--- config.mk ---
export PLATFORM = sky130hd
export DESIGN_NAME = pgen_core
export DESIGN_NICKNAME = d
export VERILOG_FILES = /design/src/rtl/pgen_core.sv
export SDC_FILE = /design/constraint.sdc
export NUM_CORES = 1
export LEC_CHECK = 0
export CAP_MARGIN = 20
export CORE_ASPECT_RATIO = 1.1
export CORE_MARGIN = 2
export CORE_UTILIZATION = 40
export CTS_CLUSTER_DIAMETER = 150
export DETAILED_ROUTE_END_ITERATION = 10
export GPL_TIMING_DRIVEN = 0
export PLACE_DENSITY_LB_ADDON = 0.2
export REMOVE_ABC_BUFFERS = 1
export SETUP_SLACK_MARGIN = 0.2
export SLEW_MARGIN = 20
export SYNTH_ARGS = -nofsm -noshare
export SYNTH_HDL_FRONTEND = slang
export SYNTH_SLANG_ARGS = --single-unit
--- constraint.sdc ---
create_clock -name clk_i -period 3.64 [get_ports clk_i]
set_input_delay 0.364 -clock clk_i [delete_from_list [all_inputs] [get_ports clk_i]]
set_output_delay 0.364 -clock clk_i [all_outputs]
set_load 0.01 [all_outputs]
--- src/rtl/pgen_core.sv ---
// Pulse-train generator: emits count pulses of period/high cycles with a direction flag and hold qualifier.
// Latency: a valid start sampled at one edge shows event_o/busy_o on the next; every output is registered.
module pgen_core #(
    parameter int CNT_W = 16,
    parameter int PER_W = 16
) (
    input  logic             clk_i,
    input  logic             rst_i,
    input  logic             start_i,
    input  logic             abort_i,
    input  logic             dir_i,
    input  logic [CNT_W-1:0] count_i,
    input  logic [PER_W-1:0] period_i,
    input  logic [PER_W-1:0] high_i,
    output logic             event_o,
    output logic             up_down_o,
    output logic             hold_o,
    output logic             busy_o,
    output logic             done_o,
    output logic             err_o,
    output logic [CNT_W-1:0] remaining_o
);

    typedef enum logic [1:0] {
        S_IDLE = 2'd0,
        S_HIGH = 2'd1,
        S_LOW  = 2'd2,
        S_DONE = 2'd3
    } state_t;

    state_t           r_state;
    state_t           w_next;
    logic [PER_W-1:0] r_phase;
    logic [PER_W-1:0] w_phase_nxt;
    logic [PER_W-1:0] r_period;
    logic [PER_W-1:0] r_high;
    logic [CNT_W-1:0] w_rem_nxt;
    logic             w_params_ok;
    logic             w_start_ok;
    logic             w_start_bad;
    logic             w_active_nxt;

    // high < period also guarantees period >= 2 once high is non-zero
    assign w_params_ok  = (count_i != '0) && (high_i != '0) && (high_i < period_i);
    assign w_start_ok   = (r_state == S_IDLE) && start_i && !abort_i && w_params_ok;
    assign w_start_bad  = (r_state == S_IDLE) && start_i && !abort_i && !w_params_ok;
    assign w_active_nxt = (w_next == S_HIGH) || (w_next == S_LOW);

    always_comb begin
        w_next      = r_state;
        w_phase_nxt = r_phase;
        w_rem_nxt   = remaining_o;
        case (r_state)
            S_IDLE: begin
                if (w_start_ok) begin
                    w_next      = S_HIGH;
                    w_phase_nxt = high_i;
                    w_rem_nxt   = count_i;
                end
            end
            S_HIGH: begin
                if (abort_i) begin
                    w_next = S_IDLE;
                end else if (r_phase == PER_W'(1)) begin
                    w_next      = S_LOW;
                    w_phase_nxt = r_period - r_high;
                    if (remaining_o != '0) begin
                        w_rem_nxt = remaining_o - CNT_W'(1);
                    end
                end else begin
                    w_phase_nxt = r_phase - PER_W'(1);
                end
            end
            S_LOW: begin
                if (abort_i) begin
                    w_next = S_IDLE;
                end else if (r_phase == PER_W'(1)) begin
                    if (remaining_o != '0) begin
                        w_next      = S_HIGH;
                        w_phase_nxt = r_high;
                    end else begin
                        w_next = S_DONE;
                    end
                end else begin
                    w_phase_nxt = r_phase - PER_W'(1);
                end
            end
            S_DONE: begin
                w_next = S_IDLE;
            end
            default: begin
                w_next = S_IDLE;
            end
        endcase
    end

    always_ff @(posedge clk_i or posedge rst_i) begin
        if (rst_i) begin
            r_state     <= S_IDLE;
            r_phase     <= '0;
            r_period    <= '0;
            r_high      <= '0;
            remaining_o <= '0;
            event_o     <= 1'b0;
            up_down_o   <= 1'b0;
            hold_o      <= 1'b1;
            busy_o      <= 1'b0;
            done_o      <= 1'b0;
            err_o       <= 1'b0;
        end else begin
            r_state     <= w_next;
            r_phase     <= w_phase_nxt;
            remaining_o <= w_rem_nxt;
            if (w_start_ok) begin
                r_period  <= period_i;
                r_high    <= high_i;
                up_down_o <= dir_i;
            end
            // outputs follow the next state so they line up with it cycle for cycle
            event_o <= (w_next == S_HIGH);
            busy_o  <= w_active_nxt;
            hold_o  <= !w_active_nxt;
            done_o  <= (w_next == S_DONE);
            err_o   <= w_start_bad;
        end
    end

endmodule

## After elaboration in Yosys (flattened, before gate mapping)

Cells that the tools add are included.

| storage, ports and cells | value |
|---|---|
| bits in registers | 72 |
| input bits | 53 |
| output and inout port bits | 22 |

| cells by class | value |
|---|---|
| add/sub/neg operators | 3 |
| order comparisons | 1 |
| equal/unequal tests | 13 |
| muxes and demuxes | 19 |
| reductions and logical operators | 18 |

Operator list:

| kind | count |
|---|---|
| 2-to-1 mux 16 bit | 10 |
| one-hot mux 16 bit (3 select lines) | 1 |
| nonzero test 16 bit | 3 |
| one-hot mux 16 bit (2 select lines) | 1 |
| subtractor 16 x 1 -> 16 bit, second input constant | 2 |
| equality test 16 x 1 -> 1 bit, second input constant | 1 |
| < comparator 16 bit | 1 |
| subtractor 16 bit | 1 |
| 2-to-1 mux 2 bit | 6 |
| != test 2 bit, second input constant | 5 |
| AND reduction 5 bit | 2 |
| equality test 2 bit, second input constant | 4 |
| one-hot mux 2 bit (4 select lines) | 1 |
| logical AND 1 bit | 6 |
| equality test 2 x 1 -> 1 bit, second input constant | 2 |
| zero test 1 bit | 3 |
| != test 3 bit, second input constant | 1 |
| nonzero test 3 bit | 1 |
| zero test 2 bit | 1 |
| nonzero test 2 bit | 1 |
| logical OR 1 bit | 1 |

## Depth between registers and ports, before layout

Gate-level depths: netlist of the first run.

| depth | value |
|---|---|
| depth after elaboration | 9 |
| mapped depth | 12 |
| depth with buffers taken out | 11 |

## Worst setup path before layout of the first run

No wires, ideal clock.

| path | value |
|---|---|
| path kind | reg2reg |
| start | register r_phase[5] |
| end | register busy_o |
| library setup time | 0.064 ns |
| arrival | 2.735 ns |
| required time | 3.576 ns |
| setup slack | 0.842 ns |
| cell stages (with the launch flop) | 11 |
| buffers on the path | 1 |
| clock period less this slack | 2.798 ns |
| cell sequence | dfrtp_1 -> or4_4 -> nand4bb_4 -> or3_1 -> clkbuf_1 -> nor2_1 -> o21ai_0 -> o31a_1 -> o21ai_0 -> ha_1 -> inv_1 |

| on the way | value |
|---|---|
| word-level cells in the longest chain between the ends | 6 |
| elaborated cells between the ends (all ways) | 9 |
| classes of those cells | 3 x eq/ne; 5 x mux; 1 x reduce/logical |

Ends and longest elaborated chain:

| element | line | text |
|---|---|---|
| start: declaration | 33 | `logic [PER_W-1:0] r_phase;` |
| start signal: assignment | 112 | `r_phase <= w_phase_nxt;` |
| equality test 16 x 1 -> 1 bit (*) | 64, 77 |  |
| 2-to-1 mux 2 bit, on equally long branches | 77, 64 |  |
| 2-to-1 mux 2 bit, on equally long branches | 75, 62 |  |
| one-hot mux 2 bit (4 select lines) (*) | 53 | `case (r_state)` |
| via w_next[0] | 32 | `state_t w_next;` |
| equality test 2 x 1 -> 1 bit or equality test 2 bit (tied branches) | 47 | `assign w_active_nxt = (w_next == S_HIGH) \|\| (w_next == S_LOW);` |
| logical OR 1 bit (*) | 47 |  |
| via w_active_nxt | 41 | `logic w_active_nxt;` |
| end signal: assignment | 121 | `busy_o <= w_active_nxt;` |
| end: declaration | 18 | `output logic busy_o,` |

The timed path passes the listed nets; every way through them passes the cells marked *.
A chain may end at the register's enable or synchronous reset.

## Worst setup path after layout of the first run

| path | value |
|---|---|
| start | register r_phase[4] |
| end | register busy_o |

The elaborated chain is that of the path after synthesis.

==> run summary, run 1 <==
Sequential element share of the synthesized area = 34.1%
Setup Crit Path Kind = reg -> reg
Setup ws final = 0.421 ns
Final Util = 50.1%
Fin crit share = 88.4%
Crit-path cells = or4_4 > nand4bb_4 > or3_1 > nor2_1 > o21ai_0 > o31a_1 > o21ai_0 > ha_1 > inv_1
Initial antenna violation count = 0
Slew HR = 41.0%
Syn_area_per_cell = 8.50 um^2
WP buf/inv = 1
Clk buf depth = 2
Routed WL per cell = 16.8 um
Vias in the first global route = 4,843
Iteration-0 DRC Markers = 296
First-pass iteration count of the detailed router = 4
Measured slew at the worst slew-check pin = 0.885 ns
Clk sinks = 72
Placement Setup Slack = -0.476 ns
Layout cell share with drive strength beyond 1 = 8.49%
Worst vdd ir = 0.297 mV
Period minus WS final = 3.22 ns
# hold bufs at CTS = 0
Post-route total power = 5.52 mW
CTS clk-pin slew, worst paths = 0.06 ns
Root Driver = clkbuf_16
Finished Cell Area = 6540 um^2
Max_cap viols = 0
PwrDens = 844 nW/um^2
Initial Util = 40.5%
CP max stage delay = 0.61 ns
Maximum operating frequency = 311 MHz
Worst setup SP type = register
Die footprint = 14,200 um^2
Synth Instances = 622
Die Y = 125 um
Cells after DPL = 837
# IOs = 75
Die width = 114 um
Dpl hpwl = 10,600 um
Setup Viol. Count Final = 0
Hold Slack = 0.378 ns
Sequential Area = 1800 um^2
Core Box Area = 13,000 um^2
Top_reg_cell synth = dfrtp_1
First-pass GRT wire length = 23,900 um
Worst path required time = 3.92 ns
Inserted Clock Buffers = 9
Overflow after GRT = 0
Leak = 2.73 nW
Post-Syn Area = 5290 um^2
Number of synthesized flops with an enable pin = 0
Hold/Removal Path Class = in -> async
Syn-to-layout area delta = 23.6%
Worst-Skew Late Latency = 0.34 ns
Outcome = finished, final reports clean
GRT Util Overall = 20.8%
Synth Warn # = 0
Nets = 783
Max Slew Vio Count = 0
Critical path startpoint = r_phase[4]$_DFFE_PP0P_
Worst reg2reg path startpoint = r_phase[4]$_DFFE_PP0P_
Netlist cell types = 63
Antenna cells = 0
Fill cells = 1,270
Most used cell, CP = o21ai_0
Rows = 44
Hold Vio Cnt, Final = 0
Ys async rst share = 100%
Post-Layout Cell Count = 856
FF+latch count, synth = 72
Drt drc = 0
CP endpoint kind = register
Crit path max-delay cell type = or3_1
Final GP Congestion = 0.831
H-tree Lvls = 3
Total wire length = 14,400 um
Final ANT Viol Nets = 0
CTS tree = built
Worst Skew = 0.00666 ns
Unrepaired setup endpoints after global routing = no
Cell area after placement = 6240 um^2
Area of the multi-input gates = 3210 um^2
Largest net degree at the start of global routing = 46
Crit path arrival time = 3.50 ns
Setup TNS = 0 ns
Family with the most delay on the worst path = simple AND/OR/NAND/NOR gates
Port Buffers = 74
Critical Path Fanout Max = 12
Vias = 4,897
Vias per cell = 5.72
sequential cells by signal (all words and copies together) (netlist names):
| name | flops |
|---|---|
| remaining_o | 16 |
| r_state | 2 |
| done_o | 1 |
| up_down_o | 1 |
| r_phase | 16 |
| busy_o | 1 |
| event_o | 1 |
| r_period | 16 |
| hold_o | 1 |
| r_high | 16 |
| err_o | 1 |
logic make-up (layout without fill, tap and decap cells):
family / after synthesis / after routing / synth area share [%]
adder cells (fa/ha/maj): 40 / 40 / 9.60
flip-flops: 72 / 72 / 34.1
AO/OA/AOI/OAI: 192 / 192 / 23.0
XOR/XNOR: 19 / 19 / 3.15
buffers and inverters: 76 / 149 / 5.65
AND/OR/NAND/NOR: 195 / 195 / 18.8
multiplexers: 28 / 28 / 5.75
synthesized netlist by cell type (6+ instances only):
cell type	n	area, um^2
dfrtp_1	71	1780
nand2_1	63	236
o21ai_0	62	310
inv_1	48	180
a21oi_1	42	210
nor2_1	40	150
ha_1	39	488
clkbuf_1	23	86.3
mux2_2	19	214
nor4_1	17	106
nand3_1	15	75.1
xnor2_1	14	123
nor3_1	12	60.1
a21o_1	10	75.1
mux2i_1	9	90.1
nand2b_1	9	56.3
o31a_1	9	78.8
a221oi_1	8	70.1
o21a_1	8	60.1
nor2b_1	7	43.8
o31ai_1	7	52.6
nand4_1	6	37.5
cell usage in the layout (no fill, tap or decap), types with 8 or more instances in the layout:
cell             Yosys  routed
mux2_2              19      19
nor2_1              40      40
ha_1                39      38
a21oi_1             42      42
xnor2_1             14      14
clkdlybuf4s50_1      0      74
nand2b_1             9       9
mux2i_1              9       9
a221oi_1             8       8
nor4_1              17      15
dfrtp_1             71      71
o21ai_0             62      62
a21o_1              10      10
inv_1               48      47
clkbuf_16            0       9
nor3_1              12      12
o31a_1               9       9
nand3_1             15      15
nand2_1             63      63
final timing paths:
path,slack [ns],cells past startpoint,to
min reg2reg,0.51,1,up_down_o$_DFFE_PP0P_
max,0.42,9,busy_o$_DFF_PP0_
min,0.38,2,remaining_o[9]$_DFFE_PP0P_
max in group asynchronous,2.71,3,r_high[13]$_DFFE_PP0P_
max reg2reg,0.42,9,busy_o$_DFF_PP0_
min in group clk_i,0.51,1,up_down_o$_DFFE_PP0P_
worst reg2reg max path: cells and delay by family (launching register included):
kind,cells,cell delay [ns]
fa+ha+maj,1,0.33
flops,1,0.44
buf+inv,1,0.06
simple gates,4,1.72
compound gates,3,0.62
power breakdown:
part | leakage, nW | internal [mW] | switching, mW
Clock | 0.136 | 0.476 | 0.341
Combinational | 1.74 | 1.47 | 1.68
Sequential | 0.859 | 1.18 | 0.379
Total | 2.73 | 3.12 | 2.40
cell type report:
type / instances / area share, %
multi-input combinational: 474 / 49.1
sequential: 72 / 27.6
timing repair buffer: 85 / 13.4
clock buffer: 12 / 3.77
tap: 161 / 3.08
inverter: 48 / 2.79
clock inverter: 4 / 0.306
what timing repair did:
item                                    in CTS  in global routing
pin swaps                                    2                  1
endpoints found under the setup margin      12                 18
setup buffers                                3                  0
endpoints found under the hold margin        0                  0
resized for setup                            0                  2
routing by layer:
metal | GRT usage, % | routed length [um] | up-vias
li1 | - | - | 2403
met4 | 7.60 | 261 | 0
met3 | 2.82 | 607 | 20
met1 | 27.2 | 6420 | 2341
met5 | 0 | 0 | -
met2 | 34.9 | 7060 | 133
Note: power is estimated with default switching activity, not from simulation.
==> inputs of run 2 (changes only) <==
--- a/config.mk
+++ b/config.mk
@@ -15,7 +15,7 @@
 export PLACE_DENSITY_LB_ADDON = 0.2
 export REMOVE_ABC_BUFFERS = 1
 export SETUP_SLACK_MARGIN = 0.2
-export SLEW_MARGIN = 20
+export SLEW_MARGIN = 10
 export SYNTH_ARGS = -nofsm -noshare
 export SYNTH_HDL_FRONTEND = slang
 export SYNTH_SLANG_ARGS = --single-unit
==> run summary, run 2 (same netlist as run 1, synthesis figures left out) <==
Clk buf depth = 2 (unchanged)
Total wire length = 14,300 um (-0.10%)
Core Box Area = 13,000 um^2 (unchanged)
Final ANT Viol Nets = 0 (unchanged)
PwrDens = 846 nW/um^2 (+0.24%)
# IOs = 75 (unchanged)
Vias = 4,921 (+0.49%)
Setup ws final = 0.430 ns (+0.00870 ns)
CTS clk-pin slew, worst paths = 0.06 ns (about the same)
Max_cap viols = 0 (unchanged)
Most frequent cells in the layout = clkdlybuf4s50_1 (74), dfrtp_1 (71), nand2_1 (63)
Rows = 44 (unchanged)
Max Slew Vio Count = 0 (unchanged)
Iteration-0 DRC Markers = 255 (-14%)
Die footprint = 14,200 um^2 (unchanged)
Worst r2r path cells = 9 (unchanged)
Routed WL per cell = 16.7 um (-0.45%)
Vias in the first global route = 4,956 (+2.3%)
Cells after DPL = 836 (-0.12%)
Syn-to-layout area delta = 24.7%
Inserted Clock Buffers = 9 (unchanged)
Routing usage on met2 = 36.3% (+1.4 points)
First-pass GRT wire length = 23,800 um (-0.46%)
Fin crit share = 88.2% (-0.24 points)
Worst reg2reg path startpoint = r_phase[5]$_DFFE_PP0P_
Clk sinks = 72 (unchanged)
CTS tree = built
GRT Util Overall = 21.0% (+0.24 points)
Hold Vio Cnt, Final = 0 (unchanged)
Hold/Removal Path Class = in -> async
Overflow after GRT = 0 (unchanged)
Initial Util = 40.5% (unchanged)
Worst path required time = 3.93 ns (about the same)
GRT busiest layer = met2
Final GP Congestion = 0.831 (unchanged)
Worst vdd ir = 0.294 mV (-0.84%)
Dpl hpwl = 10,600 um (about the same)
H-tree Lvls = 3 (unchanged)
Worst setup SP type = register
Most common cell after layout, fill and taps aside = clkdlybuf4s50_1
Worst-Skew Late Latency = 0.35 ns (about the same)
Worst Skew = 0.00544 ns (-0.00122 ns)
GR Util met3 = 3.50% (+0.68 points)
Post-Layout Cell Count = 859 (+0.35%)
Setup Crit Path Kind = reg -> reg
Largest net degree at the start of global routing = 46 (unchanged)
Critical Path Fanout Max = 12 (unchanged)
Worst reg2reg setup slack = 0.43 ns (about the same)
Nets = 786 (+0.38%)
Measured slew at the worst slew-check pin = 0.879 ns (-0.00638 ns)
CP endpoint kind = register
Vias per cell = 5.73 (+0.14%)
Setup Viol. Count Final = 0 (unchanged)
Met1 Use GR = 26.1% (-1.1 points)
Fill cells = 1,261 (-0.71%)
Layout cell share with drive strength beyond 1 = 8.74% (+0.25 points)
Outcome = finished, final reports clean
Slew HR = 41.4% (+0.43 points)
Root Driver = clkbuf_16
Setup TNS = 0 ns (unchanged)
Port Buffers = 74 (unchanged)
Maximum operating frequency = 311 MHz (+0.27%)
FF-to-FF End = busy_o$_DFF_PP0_
Crit path arrival time = 3.50 ns (about the same)
First-pass iteration count of the detailed router = 5 (+1)
Drt drc = 0 (unchanged)
Die width = 114 um (unchanged)
Unrepaired setup endpoints after global routing = no
Die Y = 125 um (unchanged)
Leak = 2.76 nW (+1.1%)
Period minus WS final = 3.21 ns (-0.00870 ns)
Initial antenna violation count = 0 (unchanged)
Antenna cells = 0 (unchanged)
Placement Setup Slack = -0.443 ns (+0.0324 ns)
[run 2: power breakdown]
group	switching, mW	total [mW]	internal, mW
combinational	1.68	3.14	1.46
clock	0.340	0.886	0.546
sequential	0.377	1.56	1.18
[run 2: worst max-delay path by stage]
stage / slack [ns] / endpoint / from / depth (start not counted)
after detailed placement: -0.44 / r_phase[10]$_DFFE_PP0P_ / period_i[11] / 13
after CTS: 0.27 / remaining_o[2]$_DFFE_PP0P_ / r_phase[12]$_DFFE_PP0P_ / 8
final: 0.43 / busy_o$_DFF_PP0_ / r_phase[5]$_DFFE_PP0P_ / 9
after global placement: -3.38 / r_phase[5]$_DFFE_PP0P_ / period_i[11] / 10
after floorplan: -0.88 / r_phase[12]$_DFFE_PP0P_ / period_i[9] / 9
after global routing: 0.23 / busy_o$_DFF_PP0_ / r_phase[5]$_DFFE_PP0P_ / 9
[run 2: worst max-delay path: stages, from the launching register on]
cell and delay, ns:
dfrtp_1 0.42, or4_4 0.58, nand4bb_4 0.28, or3_1 0.61, nor2_1 0.26, o21ai_0 0.12
o31a_1 0.17, o21ai_0 0.32, ha_1 0.32, inv_1 0.06
[run 2: stage by stage]
stage               instance area [um^2]  utilization (%)  hold slack (ns)  power, mW
floorplan                           5170                -            0.481       3.69
global placement                    6110             46.8            0.494       4.51
detailed placement                  6250             47.9            0.505       4.65
CTS                                 6570             50.3            0.378       5.58
global route                        6600             50.6            0.397       6.07
finish                              6600             50.6            0.362       5.58
[run 2: routing by layer]
layer	up-vias	part of all wire (%)
li1	2416	-
met1	2365	44
met2	125	49
met3	15	4.9
met4	0	1.7
met5	-	0
[run 2: what timing repair did]
| item | CTS | global route |
|---|---|---|
| pin swaps | 2 | 1 |
| endpoints found under the setup margin | 18 | 19 |
| setup buffers | 4 | 3 |
| gates resized for setup | 0 | 1 |
| hold buffers | 0 | 0 |
[run 2: final cells by class]
cell class / instances / area (um^2) / share of cell area [%]
Sequential cell: 72 / 1800 / 27.3
Inverter: 48 / 183 / 2.77
Clock buffer: 12 / 246 / 3.74
Clock inverter: 4 / 45.0 / 0.683
Timing Repair Buffer: 88 / 911 / 13.8
Tap cell: 161 / 201 / 3.05
Multi-Input combinational cell: 474 / 3210 / 48.6
==> inputs of run 3 (changes only) <==
--- a/config.mk
+++ b/config.mk
@@ -6,9 +6,11 @@
 export NUM_CORES = 1
 export LEC_CHECK = 0
 export CAP_MARGIN = 20
+export CELL_PAD_IN_SITES_DETAIL_PLACEMENT = 0
+export CELL_PAD_IN_SITES_GLOBAL_PLACEMENT = 2
 export CORE_ASPECT_RATIO = 1.1
 export CORE_MARGIN = 2
-export CORE_UTILIZATION = 40
+export CORE_UTILIZATION = 33
 export CTS_CLUSTER_DIAMETER = 150
 export DETAILED_ROUTE_END_ITERATION = 10
 export GPL_TIMING_DRIVEN = 0
==> run summary, run 3 (same netlist as run 1, synthesis figures left out) <==
Seq pwr share = 27.8% (about the same)
Critical Path Fanout Max = 12 (unchanged)
Syn-to-layout area delta = 25.2%
Largest net degree at the start of global routing = 58 (+26%)
Measured slew at the worst slew-check pin = 1.02 ns (+0.137 ns)
Sw Pwr = 2.49 mW (+3.9%)
Worst setup SP type = register
Leak = 2.75 nW (-0.35%)
Hold/Removal Path Class = in -> async
Slew HR = 32.3% (-9.1 points)
Fin crit share = 88.5% (+0.30 points)
Port Buffers = 74 (unchanged)
Setup Crit Path Kind = reg -> reg
# hold bufs at CTS = 0 (unchanged)
Final GP Congestion = 0.805 (-3.1%)
Worst vdd ir = 0.340 mV (+15%)
CTS tree = built
Total wire length = 15,900 um (+11%)
Vias in the first global route = 4,905 (-1.0%)
Core Box Area = 15,700 um^2 (+20%)
Final Util = 42.2% (-8.3 points)
Net Sw Frac = 44.1% (+1.2 points)
Crit path arrival time = 3.51 ns (about the same)
Vias = 4,931 (+0.20%)
Max Slew Vio Count = 0 (unchanged)
Layout cell share with drive strength beyond 1 = 8.75% (+0.013 points)
Maximum operating frequency = 310 MHz (-0.34%)
Die width = 125 um (+9.7%)
Period minus WS final = 3.22 ns (+0.0111 ns)
Dpl hpwl = 11,700 um (+11%)
CP endpoint kind = register
# IOs = 75 (unchanged)
Clk sinks = 72 (unchanged)
Setup Viol. Count Final = 0 (unchanged)
Rows = 48 (+9.1%)
Fill cells = 1,589 (+26%)
Routed WL per cell = 17.7 um (+6.1%)
Die Y = 137 um (+9.8%)
Clk buf depth = 2 (unchanged)
Overflow after GRT = 0 (unchanged)
GRT Util Overall = 19.4% (-1.6 points)
Combinational share of power = 56.6% (+0.4 points)
Worst path required time = 3.93 ns (about the same)
First-pass iteration count of the detailed router = 4 (-1)
Outcome = finished, final reports clean
Iteration-0 DRC Markers = 264 (+3.5%)
Hold Vio Cnt, Final = 0 (unchanged)
Inserted Clock Buffers = 9 (unchanged)
Max_cap viols = 0 (unchanged)
Most frequent cells in the layout = clkdlybuf4s50_1 (74), dfrtp_1 (71), nand2_1 (63)
First-pass GRT wire length = 26,200 um (+9.9%)
Worst Skew = 0.00594 ns (+0.000494 ns)
Finished Cell Area = 6620 um^2 (+0.38%)
Antenna cells = 0 (unchanged)
Hold Slack = 0.307 ns (-0.0549 ns)
CTS clk-pin slew, worst paths = 0.06 ns (about the same)
Nets = 785 (-0.13%)
Die footprint = 17,100 um^2 (+20%)
Drt drc = 0 (unchanged)
PwrDens = 852 nW/um^2 (+0.61%)
Initial antenna violation count = 0 (unchanged)
Vias per cell = 5.50 (-4.0%)
Initial Util = 33.7% (-6.8 points)
H-tree Lvls = 3 (unchanged)
Most common cell after layout, fill and taps aside = clkdlybuf4s50_1
Internal = 3.15 mW (-1.2%)
Clock power frac = 15.6% (-0.3 points)
Final ANT Viol Nets = 0 (unchanged)
Cell area after placement = 6290 um^2 (+0.74%)
Unrepaired setup endpoints after global routing = no
Root Driver = clkbuf_16
Worst-Skew Late Latency = 0.35 ns (about the same)
-- run 3: repair_timing --
| item | CTS | global route |
|---|---|---|
| pin swaps | 1 | 1 |
| setup endpoints to repair | 22 | 12 |
| setup buffers | 2 | 3 |
| gates resized for setup | 0 | 1 |
-- run 3: cell type report --
class                           instances  area (um^2)  area share (%)
Timing Repair Buffer                   87          893            13.5
Multi-Input combinational cell        474         3210            48.4
Clock buffer                           13          270            4.08
Sequential cell                        72         1800            27.2
Clock inverter                          3         15.0           0.227
Inverter                               48          183            2.76
Tap cell                              200          250            3.78
-- run 3: metrics by stage --
step	total power, mW	cells	setup TNS, ns	setup slack (ns)
after detailed placement	4.74	876	-6.72	-0.355
after global placement	4.63	868	-161.97	-3.49
final	5.64	897	0	0.418
after floorplan	3.69	594	-15.52	-0.879
after global routing	6.14	897	0	0.249
after CTS	5.67	894	0	0.268
-- run 3: critical path: stages (launching register included) --
cell       delay (ns)
dfrtp_1          0.44
or4_4            0.58
nand4bb_4        0.28
or3_1            0.62
nor2_1           0.26
o21ai_0          0.11
o31a_1           0.16
o21ai_0          0.32
ha_1             0.33
inv_1            0.06
-- run 3: per-layer routing --
layer / vias up / part of all wire (%) / GRT usage [%]
met5: - / 0 / 0
met4: 0 / 2.2 / 7.37
met3: 22 / 3.2 / 3.87
met2: 83 / 47 / 31.9
met1: 2416 / 48 / 25.5
li1: 2410 / - / -
-- run 3: power by group through the flow --
stage | Clock [mW] | Sequential (mW) | Combinational (mW)
floorplan | 0 | 1.52 | 2.17
global placement | 0 | 1.56 | 3.07
detailed placement | 0 | 1.57 | 3.17
CTS | 0.906 | 1.56 | 3.20
global route | 0.950 | 1.63 | 3.56
finish | 0.878 | 1.57 | 3.19
-- run 3: worst paths after layout --
path / from / endpoint / slack [ns] / cells after the start
min: rst_i / r_period[4]$_DFFE_PP0P_ / 0.31 / 2
min in group clk_i: up_down_o$_DFFE_PP0P_ / up_down_o$_DFFE_PP0P_ / 0.50 / 1
max reg2reg: r_phase[4]$_DFFE_PP0P_ / busy_o$_DFF_PP0_ / 0.42 / 9
max in group asynchronous: rst_i / hold_o$_DFF_PP1_ / 2.71 / 3
min reg2reg: up_down_o$_DFFE_PP0P_ / up_down_o$_DFFE_PP0P_ / 0.50 / 1
max: r_phase[4]$_DFFE_PP0P_ / busy_o$_DFF_PP0_ / 0.42 / 9
==> edit: new RTL, config.mk and constraints of run 3 <==
Change the parameter `CNT_W` from 16 to 12.
--- a/src/rtl/pgen_core.sv
+++ b/src/rtl/pgen_core.sv
@@ -1,7 +1,7 @@
 // Pulse-train generator: emits count pulses of period/high cycles with a direction flag and hold qualifier.
 // Latency: a valid start sampled at one edge shows event_o/busy_o on the next; every output is registered.
 module pgen_core #(
-    parameter int CNT_W = 16,
+    parameter int CNT_W = 12,
     parameter int PER_W = 16
 ) (
     input  logic             clk_i,
Ports: changed (resized count_i and remaining_o); port bits go from 75 to 67. The function was not compared with the original's and may differ.
==> edit against run 3 <==
  * Critical path depth did not move
  * Clock power rose by 8.4%
  * Total power fell by 7.8%
  * Setup slack improved by 15 ps
  * Design area fell by 2.5%
  * Count of clock-buffer cells in the layout did not move
  * Synthesized area fell by 1.4%
  * Register-to-register slack improved by 180 ps
  * Routed wire length fell by 1.9%
  * Sequential cell count fell by 4
  * First-iteration DRC count fell by 28%
  * Largest cell class unchanged
==> edit: results (changes against run 3) <==
- Worst Skew: 6.74 ps (+0.807 ps)
- Fillers: 1590 (+0.063%)
- Status: finished, final reports clean
- Critical R2R Launch: r_phase[13]$_DFFE_PP0P_
- Tot GR Track Use: 19.6% (+0.14 points)
- Largest regs: r_high (16), r_period (16), r_phase (16)
- Signal buffers share of area: 12.1% (-1.4 points)
- Post-synthesis sequential area ratio: 32.7% (-1.4 points)
- Setup crit end: r_phase[6]$_DFFE_PP0P_
- Via count: 4784 (-3.0%)
- Worst vdd ir: 0.000370 V (+8.8%)
- Clk buf depth: 2 (unchanged)
- Multi-In Gates: 462 (-2.5%)
- FFs w/ async S/R, synth: 100% (unchanged)
- WP data arrival: 3430 ps (-80 ps)
- Synth area leaders: dfrtp_1, ha_1, o21ai_0
- Slowest stage delay, CP: 550 ps (-70 ps)
- Post-CTS Repair Setup Buffers: 0 (-2)
- Resized cells post-CTS: 2 (+2)
- Reg area: 1700 sq um (-5.6%)
- Grt met2 use: 32.8% (+0.91 points)
- Seq cells: 68 (-5.6%)
- Layout cells sized above 1: 10.9% (+2.1 points)
- Worst reg2reg path depth: 8 (-1)
- Crit-path slowest cell: clkdlybuf4s50_1
- Largest net degree at the start of global routing: 56 (-3.4%)
- Final HPWL DP: 11.5 mm (-1.8%)
- Synth warn: 0 (unchanged)
- CTS Buf Count: 9 (unchanged)
- Reg-to-Reg End: remaining_o[1]$_DFFE_PP0P_
- Switching Power: 0.00221 W (-11%)
- TritonRoute pass-1 iters: 5 (+1)
- Number of non-clock buffers in the layout: 72 (-17%)
- Dpl ws: -389 ps (-33.3 ps)
- LEAKAGE: 2.76 nW (+0.36%)
- Worst Setup SP: high_i[6]
- Library cells used by synthesis: 77 (+22%)
- Placer Congestion: 0.838 (+4.1%)
- Final WL: 15.6 mm (-1.9%)
- N_diodes: 0 (unchanged)
- 1st-iter DRT viols: 191 (-28%)
- Max-slew headroom: 41.5% (+9.2 points)
- Skew-Pair Late Insertion Delay: 340 ps
- GR Util met1: 25.5% (about the same)
- Grt met3 use: 2.73% (-1.1 points)
- Clock transition at path regs: 60 ps (about the same)
- Multi-input gate area: 3200 sq um (-0.20%)
- Number of non-clock inverters: 53 (+10%)
- Largest fanout on the critical path: 16 (+4)
- Port-buffer cells: 66 (-11%)
- Clock Network Area Fraction: 5.00% (+0.69 points)
- Period utilization: 88.1% (-0.41 points)
- Die area: 16800 sq um (-1.4%)
- Register-to-register setup slack: 600 ps (+180 ps)
- First-pass GRT wire length: 25.3 mm (-3.3%)
- Cell area after placement: 6110 sq um (-2.9%)
- Nets: 755 (-3.8%)
- Synth top cells by count: dfrtp_1, o21ai_0, nand2_1
edit: cell count changes after synthesis, sizes merged, moves of 5 or more:
cell    delta
a21oi      -9
nand2b     -5
a31oi      +6
o41ai      +5
mux2       +8
a21boi     +7
o31a       -8
nor3       +5
nand2      -6
mux2i      -6
clkbuf     -5
inv        +5
edit: stage by stage:
| stage | util [%] | std cells | hold slack [ps] |
|---|---|---|---|
| final | 41.5 | 871 | 296 |
| after global routing | 41.5 | 871 | 324 |
| after CTS | 41.4 | 870 | 297 |
| after detailed placement | 39.3 | 854 | 471 |
| after global placement | 38.5 | 849 | 462 |
| after floorplan | - | 583 | 450 |
edit: worst max-delay path: cells and delay by family:
family,cells,cell delay [ps]
compound gates,4,1250
fa+ha+maj,1,280
buf+inv,1,550
mux,1,370
simple gates,2,590
edit: routing by layer:
| layer | vias up | part of all wire, % |
|---|---|---|
| met3 | 21 | 3.8 |
| met1 | 2301 | 46 |
| met4 | 0 | 2.4 |
| met2 | 116 | 48 |
| li1 | 2346 | - |
| met5 | - | 0 |
edit: power by group through the flow:
stage	registers [W]	clock network [W]	logic (W)
after floorplan	0.00140	0	0.00197
after global placement	0.00144	0	0.00270
after detailed placement	0.00145	0	0.00279
after CTS	0.00144	0.000978	0.00281
after global routing	0.00150	0.00101	0.00314
final	0.00144	0.000952	0.00281
edit: cells by family (layout without fill, tap and decap cells):
kind of cell / after synthesis / count (layout) / share of synthesized area [%]
adder cells (fa/ha/maj): 40 / 40 / 9.75
flip-flops: 68 / 68 / 32.7
multiplexers: 30 / 30 / 6.77
AO/OA/AOI/OAI: 185 / 185 / 22.8
AND/OR/NAND/NOR: 193 / 193 / 19.4
buffers and inverters: 80 / 141 / 6.26
XOR/XNOR: 14 / 14 / 2.35
